==> src/rtl/aes_model_pack.sv <==
// Shared AES model constants, block types and helpers.
// Carries the block geometry used by the message packer and the
// Avalon-ST payload struct handed between the packer and its output
// register.
package aes_model_pack;

   localparam int unsigned BLOCK_SIZE      = 128;
   localparam int unsigned WORDS_PER_BLOCK = 4;
   localparam int unsigned BYTES_PER_WORD  = 4;
   localparam int unsigned BYTES_PER_BLOCK = WORDS_PER_BLOCK * BYTES_PER_WORD;
   localparam int unsigned ST_EMPTY_W      = 7;
   localparam int unsigned IDX_W           = 2;

   typedef logic [BLOCK_SIZE-1:0] aes_block_t;

   // One Avalon-ST beat as stored in the output register.
   typedef struct packed {
      aes_block_t            data;
      logic                  sop;
      logic                  eop;
      logic [ST_EMPTY_W-1:0] empty;
   } st_beat_t;

   // Clear the n_empty least-significant bytes of a block.
   function automatic aes_block_t zero_tail(input aes_block_t blk,
                                            input logic [ST_EMPTY_W-1:0] n_empty);
      aes_block_t r_blk;
      r_blk = blk;
      for (int j = 0; j < int'(BYTES_PER_BLOCK); j++) begin
         if (j < int'(n_empty)) r_blk[8*j +: 8] = 8'h00;
      end
      return r_blk;
   endfunction

endpackage

==> src/rtl/aes_msg_packer_if.sv <==
// Avalon-ST block stream between the message packer and the AES core.
// Fields: data[DATA_W], valid, sop, eop, empty[EMPTY_W] (source -> sink),
//         rdy (sink -> source).
// Modports: master = source side, slave = sink side.
interface avalon_st_if #(
   parameter int unsigned DATA_W  = 128,
   parameter int unsigned EMPTY_W = 7
) ();

   logic [DATA_W-1:0]  data;
   logic               valid;
   logic               sop;
   logic               eop;
   logic [EMPTY_W-1:0] empty;
   logic               rdy;

   modport master (
      output data,
      output valid,
      output sop,
      output eop,
      output empty,
      input  rdy
   );

   modport slave (
      input  data,
      input  valid,
      input  sop,
      input  eop,
      input  empty,
      output rdy
   );

endinterface

==> src/rtl/aes_st_out_reg.sv <==
// Single-entry Avalon-ST output register (load / hold / drain).
// Ports:
//   clk, rst  - clock, synchronous active-high reset
//   i_load    - capture i_beat this cycle (caller only loads when o_free_c)
//   i_beat    - payload to capture
//   o_free_c  - register is empty or draining this cycle
//   st        - Avalon-ST source towards the sink
module aes_st_out_reg
   import aes_model_pack::*;
#(
   parameter int unsigned DATA_W  = BLOCK_SIZE,
   parameter int unsigned EMPTY_W = ST_EMPTY_W
) (
   input  logic        clk,
   input  logic        rst,
   input  logic        i_load,
   input  st_beat_t    i_beat,
   output logic        o_free_c,
   avalon_st_if.master st
);

   logic     r_valid;
   st_beat_t r_beat;

   // Load wins over drain so back-to-back beats keep valid high.
   always_ff @(posedge clk) begin
      if (rst) begin
         r_valid <= 1'b0;
         r_beat  <= '0;
      end else if (i_load) begin
         r_valid <= 1'b1;
         r_beat  <= i_beat;
      end else if (st.rdy) begin
         r_valid <= 1'b0;
      end
   end

   assign o_free_c = !r_valid || st.rdy;

   assign st.valid = r_valid;
   assign st.data  = DATA_W'(r_beat.data);
   assign st.sop   = r_beat.sop;
   assign st.eop   = r_beat.eop;
   assign st.empty = EMPTY_W'(r_beat.empty);

endmodule

==> src/rtl/aes_msg_packer.sv <==
// Packs a 32-bit Avalon-ST message stream into 128-bit blocks for the
// AES counter-mode core, one block per output beat.
// Ports:
//   clk, rst      - clock, synchronous active-high reset
//   in_data       - input word, first byte in the MSBs
//   in_valid      - input word valid
//   in_sop/in_eop - first/last word of a packet
//   in_empty      - unused LSB bytes of the eop word
//   in_rdy        - packer accepts a word this cycle
//   msg_out_st    - block stream towards the core
//   protocol_err  - one-cycle pulse on malformed input
module aes_msg_packer
   import aes_model_pack::*;
#(
   parameter int unsigned IN_W    = 32,
   parameter int unsigned OUT_W   = BLOCK_SIZE,
   parameter int unsigned EMPTY_W = ST_EMPTY_W
) (
   input  logic            clk,
   input  logic            rst,
   input  logic [IN_W-1:0] in_data,
   input  logic            in_valid,
   input  logic            in_sop,
   input  logic            in_eop,
   input  logic [1:0]      in_empty,
   output logic            in_rdy,
   avalon_st_if.master     msg_out_st,
   output logic            protocol_err
);

   localparam logic [IDX_W-1:0] LAST_IDX = IDX_W'(WORDS_PER_BLOCK - 1);

   // Accumulator and packet state; when r_acc_full the accumulator holds a
   // completed block waiting for the output register.
   logic [OUT_W-1:0]   r_acc;
   logic [IDX_W-1:0]   r_idx;
   logic               r_in_pkt;
   logic               r_acc_full;
   logic               r_blk_sop;
   logic               r_pend_eop;
   logic [EMPTY_W-1:0] r_pend_empty;
   logic               r_err;

   logic [OUT_W-1:0]   w_nxt_acc;
   logic [IDX_W-1:0]   w_nxt_idx;
   logic               w_nxt_in_pkt;
   logic               w_nxt_acc_full;
   logic               w_nxt_blk_sop;
   logic               w_nxt_pend_eop;
   logic [EMPTY_W-1:0] w_nxt_pend_empty;
   logic               w_nxt_err;

   logic               w_accept;
   logic               w_out_free;
   logic               w_load;
   st_beat_t           w_load_beat;
   logic [IDX_W-1:0]   w_pos;
   logic [OUT_W-1:0]   w_fill;
   logic [EMPTY_W-1:0] w_cmp_empty;
   logic [OUT_W-1:0]   w_cmp_data;

   assign in_rdy       = !rst && !r_acc_full;
   assign w_accept     = in_valid && in_rdy;
   assign protocol_err = r_err;

   // Accumulator state register.
   always_ff @(posedge clk) begin
      if (rst) begin
         r_acc        <= '0;
         r_idx        <= '0;
         r_in_pkt     <= 1'b0;
         r_acc_full   <= 1'b0;
         r_blk_sop    <= 1'b0;
         r_pend_eop   <= 1'b0;
         r_pend_empty <= '0;
         r_err        <= 1'b0;
      end else begin
         r_acc        <= w_nxt_acc;
         r_idx        <= w_nxt_idx;
         r_in_pkt     <= w_nxt_in_pkt;
         r_acc_full   <= w_nxt_acc_full;
         r_blk_sop    <= w_nxt_blk_sop;
         r_pend_eop   <= w_nxt_pend_eop;
         r_pend_empty <= w_nxt_pend_empty;
         r_err        <= w_nxt_err;
      end
   end

   // Next-state: word placement, block completion, hand-off and error checks.
   always_comb begin
      w_nxt_acc        = r_acc;
      w_nxt_idx        = r_idx;
      w_nxt_in_pkt     = r_in_pkt;
      w_nxt_acc_full   = r_acc_full;
      w_nxt_blk_sop    = r_blk_sop;
      w_nxt_pend_eop   = r_pend_eop;
      w_nxt_pend_empty = r_pend_empty;
      w_nxt_err        = 1'b0;
      w_load           = 1'b0;

      // A sop word always restarts the block, discarding any partial one.
      w_pos  = in_sop ? '0 : r_idx;
      w_fill = in_sop ? '0 : r_acc;
      for (int k = 0; k < int'(WORDS_PER_BLOCK); k++) begin
         if (w_pos == IDX_W'(k)) w_fill[OUT_W-1-IN_W*k -: IN_W] = in_data;
      end

      w_cmp_empty = EMPTY_W'({LAST_IDX - w_pos, 2'b00})
                  + EMPTY_W'(in_eop ? in_empty : 2'd0);
      w_cmp_data  = OUT_W'(zero_tail(aes_block_t'(w_fill), ST_EMPTY_W'(w_cmp_empty)));

      w_load_beat.data  = aes_block_t'(r_acc);
      w_load_beat.sop   = r_blk_sop;
      w_load_beat.eop   = r_pend_eop;
      w_load_beat.empty = ST_EMPTY_W'(r_pend_empty);

      if (r_acc_full) begin
         // Pending block leaves as soon as the output register frees up.
         if (w_out_free) begin
            w_load         = 1'b1;
            w_nxt_acc_full = 1'b0;
            w_nxt_acc      = '0;
            w_nxt_blk_sop  = 1'b0;
         end
      end else if (w_accept) begin
         if (!r_in_pkt && !in_sop) begin
            w_nxt_err = 1'b1;
         end else begin
            w_nxt_err     = in_sop && r_in_pkt;
            w_nxt_in_pkt  = !in_eop;
            w_nxt_blk_sop = in_sop || r_blk_sop;
            if (w_pos == LAST_IDX || in_eop) begin
               w_nxt_idx         = '0;
               w_load_beat.data  = aes_block_t'(w_cmp_data);
               w_load_beat.sop   = in_sop || r_blk_sop;
               w_load_beat.eop   = in_eop;
               w_load_beat.empty = ST_EMPTY_W'(w_cmp_empty);
               if (w_out_free) begin
                  w_load        = 1'b1;
                  w_nxt_acc     = '0;
                  w_nxt_blk_sop = 1'b0;
               end else begin
                  w_nxt_acc        = w_cmp_data;
                  w_nxt_pend_eop   = in_eop;
                  w_nxt_pend_empty = w_cmp_empty;
                  w_nxt_acc_full   = 1'b1;
               end
            end else begin
               w_nxt_acc = w_fill;
               w_nxt_idx = w_pos + IDX_W'(1);
            end
         end
      end
   end

   aes_st_out_reg #(
      .DATA_W  (OUT_W),
      .EMPTY_W (EMPTY_W)
   ) u_out_reg (
      .clk      (clk),
      .rst      (rst),
      .i_load   (w_load),
      .i_beat   (w_load_beat),
      .o_free_c (w_out_free),
      .st       (msg_out_st)
   );

endmodule

==> src/flat_wrapper.sv <==
// flat-port wrapper written by rule: the top's interface ports become plain ports
module aes_msg_packer_flat import aes_model_pack::*;
#(
   parameter int unsigned IN_W    = 32,
   parameter int unsigned OUT_W   = BLOCK_SIZE,
   parameter int unsigned EMPTY_W = ST_EMPTY_W
)
  (clk, rst, in_data, in_valid, in_sop, in_eop, in_empty, in_rdy, protocol_err, msg_out_st_data, msg_out_st_valid, msg_out_st_sop, msg_out_st_eop, msg_out_st_empty, msg_out_st_rdy);
  avalon_st_if #(.DATA_W(128), .EMPTY_W(EMPTY_W)) msg_out_st_i ();
  input  logic clk;
  input  logic rst;
  input  logic [IN_W-1:0] in_data;
  input  logic in_valid;
  input  logic in_sop;
  input  logic in_eop;
  input  logic [1:0] in_empty;
  output logic in_rdy;
  output logic protocol_err;
  output wire logic [$bits(msg_out_st_i.data)-1:0] msg_out_st_data;
  output wire logic [$bits(msg_out_st_i.valid)-1:0] msg_out_st_valid;
  output wire logic [$bits(msg_out_st_i.sop)-1:0] msg_out_st_sop;
  output wire logic [$bits(msg_out_st_i.eop)-1:0] msg_out_st_eop;
  output wire logic [$bits(msg_out_st_i.empty)-1:0] msg_out_st_empty;
  input wire logic [$bits(msg_out_st_i.rdy)-1:0] msg_out_st_rdy;
  assign msg_out_st_data = msg_out_st_i.data;
  assign msg_out_st_valid = msg_out_st_i.valid;
  assign msg_out_st_sop = msg_out_st_i.sop;
  assign msg_out_st_eop = msg_out_st_i.eop;
  assign msg_out_st_empty = msg_out_st_i.empty;
  assign msg_out_st_i.rdy = msg_out_st_rdy;
  aes_msg_packer #(.IN_W(IN_W), .OUT_W(OUT_W), .EMPTY_W(EMPTY_W)) u_core (.clk(clk), .rst(rst), .in_data(in_data), .in_valid(in_valid), .in_sop(in_sop), .in_eop(in_eop), .in_empty(in_empty), .in_rdy(in_rdy), .msg_out_st(msg_out_st_i), .protocol_err(protocol_err));
endmodule
==> config.mk <==
export PLATFORM = sky130hd
export DESIGN_NAME = aes_msg_packer_flat
export DESIGN_NICKNAME = d
export VERILOG_FILES = /design/src/rtl/aes_model_pack.sv /design/src/rtl/aes_msg_packer_if.sv /design/src/rtl/aes_st_out_reg.sv /design/src/rtl/aes_msg_packer.sv /design/src/flat_wrapper.sv
export SDC_FILE = /design/constraint.sdc
export NUM_CORES = 1
export LEC_CHECK = 0
export ABC_CLOCK_PERIOD_IN_PS = 7150
export CAP_MARGIN = 20
export CORE_UTILIZATION = 50
export CTS_BUF_LIST = sky130_fd_sc_hd__clkbuf_8
export DETAILED_ROUTE_END_ITERATION = 6
export PLACE_DENSITY = 0.75
export SLEW_MARGIN = 20
export SYNTH_ARGS = -nofsm -noshare
export SYNTH_HDL_FRONTEND = slang
export SYNTH_HIERARCHICAL = 1
export SYNTH_SLANG_ARGS = --single-unit
==> constraint.sdc <==
create_clock -name clk -period 7.15 [get_ports clk]
set_input_delay 2.145 -clock clk [delete_from_list [all_inputs] [get_ports clk]]
set_output_delay 2.145 -clock clk [all_outputs]
set_load 0.03 [all_outputs]
==> impl_results.md, run 1 <==
- CTS tree: built
- Worst Setup Start Kind: primary input
- Share of cells above drive strength 1: 0.0838
- Critical Path Sink Type: output port
- Crit path arrival time: 3490 ps
- Post-synth ARST share: 0
- Worst path cell trace: buf_4, nor2_1, clkdlybuf4s50_1
- DR vias: 8977
- Peak supply drop: 0.000128 V
- Main area contributors after synthesis: dfxtp_1, a22o_1, mux2i_1, nor2_1, nand2_1
- Routability cong.: 0.820
- Register area: 0.00555 mm²
- Sw Ratio: 0.238
- Worst path required time: 5010 ps
- HP Class: reg2reg
- Yosys cell types: 48
- # IOs: 180
- Top-count cell post-synth: dfxtp_1
- Initial Utilization: 0.511
- Clock Sinks: 277
- Max Slew Vio Count: 0
- Initial antenna violation count: 0
- CP peak stage delay: 630 ps
- Die X: 152 µm
- CTS max path bufs: 3
- Drt drc: 0
- Synth cell count leaders: dfxtp_1, a22o_1, nor2_1, mux2i_1, nand2_1
- Status: completed
- Worst path buffer plus inverter count: 2
- Synthesized area: 0.0112 mm²
- Clk slew on worst S/H paths: 60 ps
- Syn_area_per_cell: 10.1 µm²
- RR Startpoint: u_core/r_in_pkt
- First-pass GRT wire length: 45.1 mm
- Total Routing Usage GR: 0.250
- Total die area: 0.0230 mm²
- Vias in the first global route: 8297
- Part of the power in the clock network: 0.443
- Total CTS buffers: 45
- Setup violations, final: 0
- Antenna Cells: 0
- RSZ-0062 raised after global routing: no
- Placed cells: 1486
- Synth Register Bits: 277
- Sequential element share of the synthesized area: 0.496
- Slew headroom: 0.344
- Final Hold Fails: 0
- Highest clock rate: 178 MHz
- Cts hold-fix bufs: 0
- Buffers added on ports: 179
- Core Region: 0.0219 mm²
- Yosys warnings: 6
- Int Power: 2.37 mW
- Minimum clock period after layout: 5630 ps
- Net Sw Power: 0.741 mW
- Clk_skew: 19.5 ps
- Final #Nets: 1294
- CP max FO: 71
- Sequential share of power: 0.500
- Main synth FF type: dfxtp_1
- Non-Filler Instances: 1569
- Area fraction of the dominant cell type after synthesis: 0.496
- Row count: 54
- TritonRoute pass-1 iters: 5
- Worst Hold Slack: 464 ps
- Combinational Power Share: 0.057
- Mapped Cells: 1108
- Post-synth EDFFs: 0
- Post-synth top area cell: dfxtp_1
- Delay-heaviest family, CP: buffers and inverters
- Multi-input gate area: 0.00501 mm²
- H-Tree Depth: 2
- Vias per Instance: 5.72
- Area Growth Syn to Fin: 23.8%
- Final period util: 0.788
- Final HPWL DP: 18.9 mm
- CP max stage cell: clkdlybuf4s50_1
- Gr ovfl total: 0
- PD cells: 225 mW/mm²
- Worst setup path category: in2out
- Post-CTS sizing: 0
- Worst-Margin Slew: 981 ps
- Drt total wl: 29.2 mm
- Antenna-violating nets left: 0
- Critical path startpoint: rst
- Initial drt markers: 696
- Max-Cap Viols: 0
- Total setup buffers inserted after CTS: 0
- Leakage: 5.07 nW
- FILL cells: 1868
- Root buf cell: clkbuf_8
- Startpoint of the worst hold path: u_core/r_acc[107]
- Die Y: 152 µm
- Drt wl/cell: 18.6 µm
- Largest net degree at the start of global routing: 84
- Total Neg Setup Slack: 0 ps
- Clk_lat worst skew: 550 ps
-- worst reg2reg max path, cell delays in order, from the launching register on --
cell and delay, ps:
dfxtp_1 330, inv_1 50, ha_1 230, nor4b_4 890, nand3_1 560, nor2_1 690
a22o_1 250, mux2i_1 80, nor2_1 90
-- power groups by stage --
stage | Clock, mW | Combinational [mW] | Sequential [mW]
after floorplan | 0 | 0.113 | 1.59
after global placement | 0 | 0.173 | 1.59
after detailed placement | 0 | 0.175 | 1.59
after CTS | 1.41 | 0.176 | 1.56
after global routing | 1.48 | 0.190 | 1.56
final | 1.38 | 0.178 | 1.56
-- path summary, 6_finish.rpt --
path | endpoint | slack [ps] | cells past startpoint
max | in_rdy | 1520 | 3
max reg2reg | u_core/u_out_reg/st.data[85] | 3910 | 8
min | u_core/r_acc[107] | 460 | 1
min reg2reg | u_core/r_acc[107] | 460 | 1
-- per-layer routing --
metal / global-route usage / wire (µm) / up-vias
li1: - / - / 4260
met1: 0.347 / 13500 / 4357
met2: 0.395 / 13400 / 321
met3: 0.0422 / 1780 / 39
met4: 0.0777 / 503 / 0
met5: 0 / 0 / -
-- metrics by stage --
| stage | power, mW | setup WS [ps] | utilization | instance area [µm²] |
|---|---|---|---|---|
| finish | 3.11 | 1520 | 0.633 | 13800 |
| CTS | 3.14 | 1510 | 0.633 | 13800 |
| floorplan | 1.71 | 2260 | - | 11200 |
| detailed placement | 1.77 | 1330 | 0.590 | 12900 |
| global placement | 1.76 | 1440 | 0.588 | 12900 |
| global route | 3.22 | 1410 | 0.633 | 13800 |
-- cell usage in the layout, fill, tap and decap left out, types with 5 or more instances in the layout --
| master | netlist | final |
|---|---|---|
| nor2_1 | 156 | 156 |
| and3_1 | 5 | 5 |
| clkdlybuf4s50_1 | 0 | 178 |
| a22o_1 | 168 | 168 |
| o21ai_0 | 64 | 64 |
| a32o_1 | 9 | 9 |
| mux2_2 | 8 | 8 |
| nand3_1 | 5 | 5 |
| nand2_1 | 99 | 99 |
| a21oi_1 | 13 | 13 |
| inv_1 | 4 | 19 |
| mux2i_1 | 137 | 137 |
| clkinv_2 | 0 | 5 |
| dfxtp_1 | 277 | 277 |
| clkbuf_8 | 0 | 61 |
| o2bb2ai_1 | 16 | 16 |
| buf_4 | 2 | 15 |
-- flip-flops by register name (all words and copies together), names as in the netlist, 2 cells and up --
register and flops:
u_core/r_pend_empty 4, u_core/r_acc 128, u_core/r_idx 2, u_core/u_out_reg/st.data 128, u_core/u_out_reg/st.empty 7
-- kinds of logic after synthesis --
kind of cell | synth area share
AND/OR/NAND/NOR | 0.107
buffers and inverters | 0.0609
flip-flops | 0.496
AO/OA/AOI/OAI | 0.204
adder cells (fa/ha/maj) | 0.00112
multiplexers | 0.131
other | 0.000335
-- layout make-up --
| class | instances | area share |
|---|---|---|
| flip-flops and latches | 277 | 0.400 |
| clock buffers | 61 | 0.0606 |
| repair buffers | 197 | 0.143 |
| inverters | 5 | 0.00136 |
| multi-input cells | 727 | 0.362 |
| well taps | 280 | 0.0253 |
| clock inverters | 22 | 0.00696 |
Note: power is estimated with default switching activity, not from simulation.
==> run 2, diff against run 1 <==
--- a/config.mk
+++ b/config.mk
@@ -5,7 +5,7 @@
 export SDC_FILE = /design/constraint.sdc
 export NUM_CORES = 1
 export LEC_CHECK = 0
-export ABC_CLOCK_PERIOD_IN_PS = 7150
+export ABC_CLOCK_PERIOD_IN_PS = 5520
 export CAP_MARGIN = 20
 export CORE_UTILIZATION = 50
 export CTS_BUF_LIST = sky130_fd_sc_hd__clkbuf_8
==> constraint.sdc (replaced) <==
create_clock -name clk -period 5.52 [get_ports clk]
set_input_delay 1.656 -clock clk [delete_from_list [all_inputs] [get_ports clk]]
set_output_delay 1.656 -clock clk [all_outputs]
set_load 0.03 [all_outputs]
==> impl_results.md, run 2 (same netlist as run 1, synthesis figures left out) <==
- Crit path arrival time: 2810 ps (was 3490 ps)
- Largest net degree at the start of global routing: 105 (was 84)
- Total CTS buffers: 44 (was 45)
- Post-CTS sizing: 0 (unchanged)
- # IOs: 180 (unchanged)
- Area Growth Syn to Fin: 23.5% (was 23.8%)
- Worst path required time: 3860 ps (was 5010 ps)
- Most common cell after layout, fill and taps aside: dfxtp_1 (unchanged)
- Drt drc: 0 (unchanged)
- Die Y: 152 µm (unchanged)
- Die X: 152 µm (unchanged)
- Status: completed (unchanged)
- Initial drt markers: 742 (was 696)
- Slew headroom: 0.425 (was 0.344)
- Clk_lat worst skew: 550 ps (about the same)
- DR vias: 8828 (was 8977)
- H-Tree Depth: 2 (unchanged)
- Highest clock rate: 224 MHz
- HP Class: reg2reg (unchanged)
- CTS tree: built (unchanged)
- Grt met3 use: 0.0467 (was 0.0422)
- RSZ-0062 raised after global routing: no (unchanged)
- Drt total wl: 28.8 mm (was 29.2 mm)
- Tot Pwr: 3.98 mW (was 3.11 mW)
- Cts hold-fix bufs: 0 (unchanged)
- Share of cells above drive strength 1: 0.0833 (was 0.0838)
- FILL cells: 1825 (was 1868)
- Worst-Margin Slew: 863 ps (was 981 ps)
- Max-Cap Viols: 0 (unchanged)
- Final core utilization: 0.631 (was 0.633)
- Peak supply drop: 0.000218 V (was 0.000128 V)
- Worst setup path category: in2out (unchanged)
- Clock Sinks: 277 (unchanged)
- Max Slew Vio Count: 0 (unchanged)
- Row count: 54 (unchanged)
- Gr ovfl total: 0 (unchanged)
- PD cells: 288 mW/mm² (was 225 mW/mm²)
- CTS max path bufs: 3 (unchanged)
- Clk slew on worst S/H paths: 60 ps (about the same)
- Final Hold Fails: 0 (unchanged)
- Final period util: 0.808
- Routability cong.: 0.835 (was 0.820)
- Total Routing Usage GR: 0.251 (was 0.250)
- Antenna-violating nets left: 0 (unchanged)
- Total setup buffers inserted after CTS: 0 (unchanged)
- Final #Nets: 1298 (was 1294)
- Setup violations, final: 0 (unchanged)
- Vias in the first global route: 8445 (was 8297)
- Minimum clock period after layout: 4460 ps
- Root buf cell: clkbuf_8 (unchanged)
- First-pass GRT wire length: 45.1 mm (about the same)
- GR Layer Usage met1: 0.342 (was 0.347)
- Vias per Instance: 5.64 (was 5.72)
- Initial antenna violation count: 1 (was 0)
- Critical Path Sink Type: output port (unchanged)
- Total die area: 0.0230 mm² (unchanged)
- Leakage: 5.03 nW (was 5.07 nW)
- Total Neg Setup Slack: 0 ps (unchanged)
- Worst Setup Start Kind: primary input (unchanged)
- CP max FO: 50 (was 71)
- Buffers added on ports: 179 (unchanged)
- TritonRoute pass-1 iters: 5 (unchanged)
- Core Region: 0.0219 mm² (unchanged)
- Final HPWL DP: 18.6 mm (was 18.9 mm)
- GR Util met2: 0.403 (was 0.395)
- Initial Utilization: 0.511 (unchanged)
- Clk_skew: 15.5 ps (was 19.5 ps)
- Gr busiest metal: met2 (unchanged)
- Commonest non-fill, non-tap cells in the layout: dfxtp_1, clkdlybuf4s50_1, a22o_1, nor2_1, mux2i_1 (unchanged)
- Drt wl/cell: 18.4 µm (was 18.6 µm)
run 2: cell count changes in the layout (fill, tap and decap cells not counted), sizes merged:
cell,previous run,this run
clkbuf,61,59
buf,19,24
clkinv,6,3
inv,19,14
diode,0,1
run 2: worst max-delay path, cell delays in order:
cell and delay [ps]:
buf_4 440, nor2_1 80, clkdlybuf4s50_1 620
run 2: power breakdown:
group          switching, mW  internal [mW]  total, mW
Sequential           0.00656           2.01       2.02
Clock                  0.779          0.946       1.72
Combinational          0.155         0.0790      0.234
Total                  0.940           3.04       3.98
run 2: layout make-up:
class / instances / area, µm² / share of cell area
Sequential cell: 277 / 5550 / 0.402
Multi-Input combinational cell: 727 / 5010 / 0.363
Timing Repair Buffer: 202 / 2000 / 0.145
Clock buffer: 59 / 812 / 0.0588
Tap cell: 280 / 350 / 0.0254
Clock inverter: 14 / 62.6 / 0.00453
Inverter: 5 / 18.8 / 0.00136
Antenna cell: 1 / 2.50 / 0.000181
run 2: path summary, 6_finish.rpt:
path / startpoint / end / slack [ps] / cells past startpoint
max: rst / in_rdy / 1060 / 3
min: u_core/r_acc[75] / u_core/r_acc[75] / 460 / 1
max reg2reg: u_core/r_in_pkt / u_core/u_out_reg/st.data[91] / 2690 / 8
min reg2reg: u_core/r_acc[75] / u_core/r_acc[75] / 460 / 1
run 2: metrics by stage:
step	cells	worst slack, ps	hold WS [ps]	instance area, µm²
floorplan	1110	1500	432	11200
finish	1565	1060	465	13800
CTS	1564	1040	466	13800
detailed placement	1491	766	446	12900
global placement	1491	834	445	12900
global route	1565	954	477	13800
run 2: routing by layer:
metal,up-vias,part of all wire
met1,4235,0.46
li1,4267,-
met4,0,0.016
met5,-,0
met3,39,0.057
met2,287,0.46
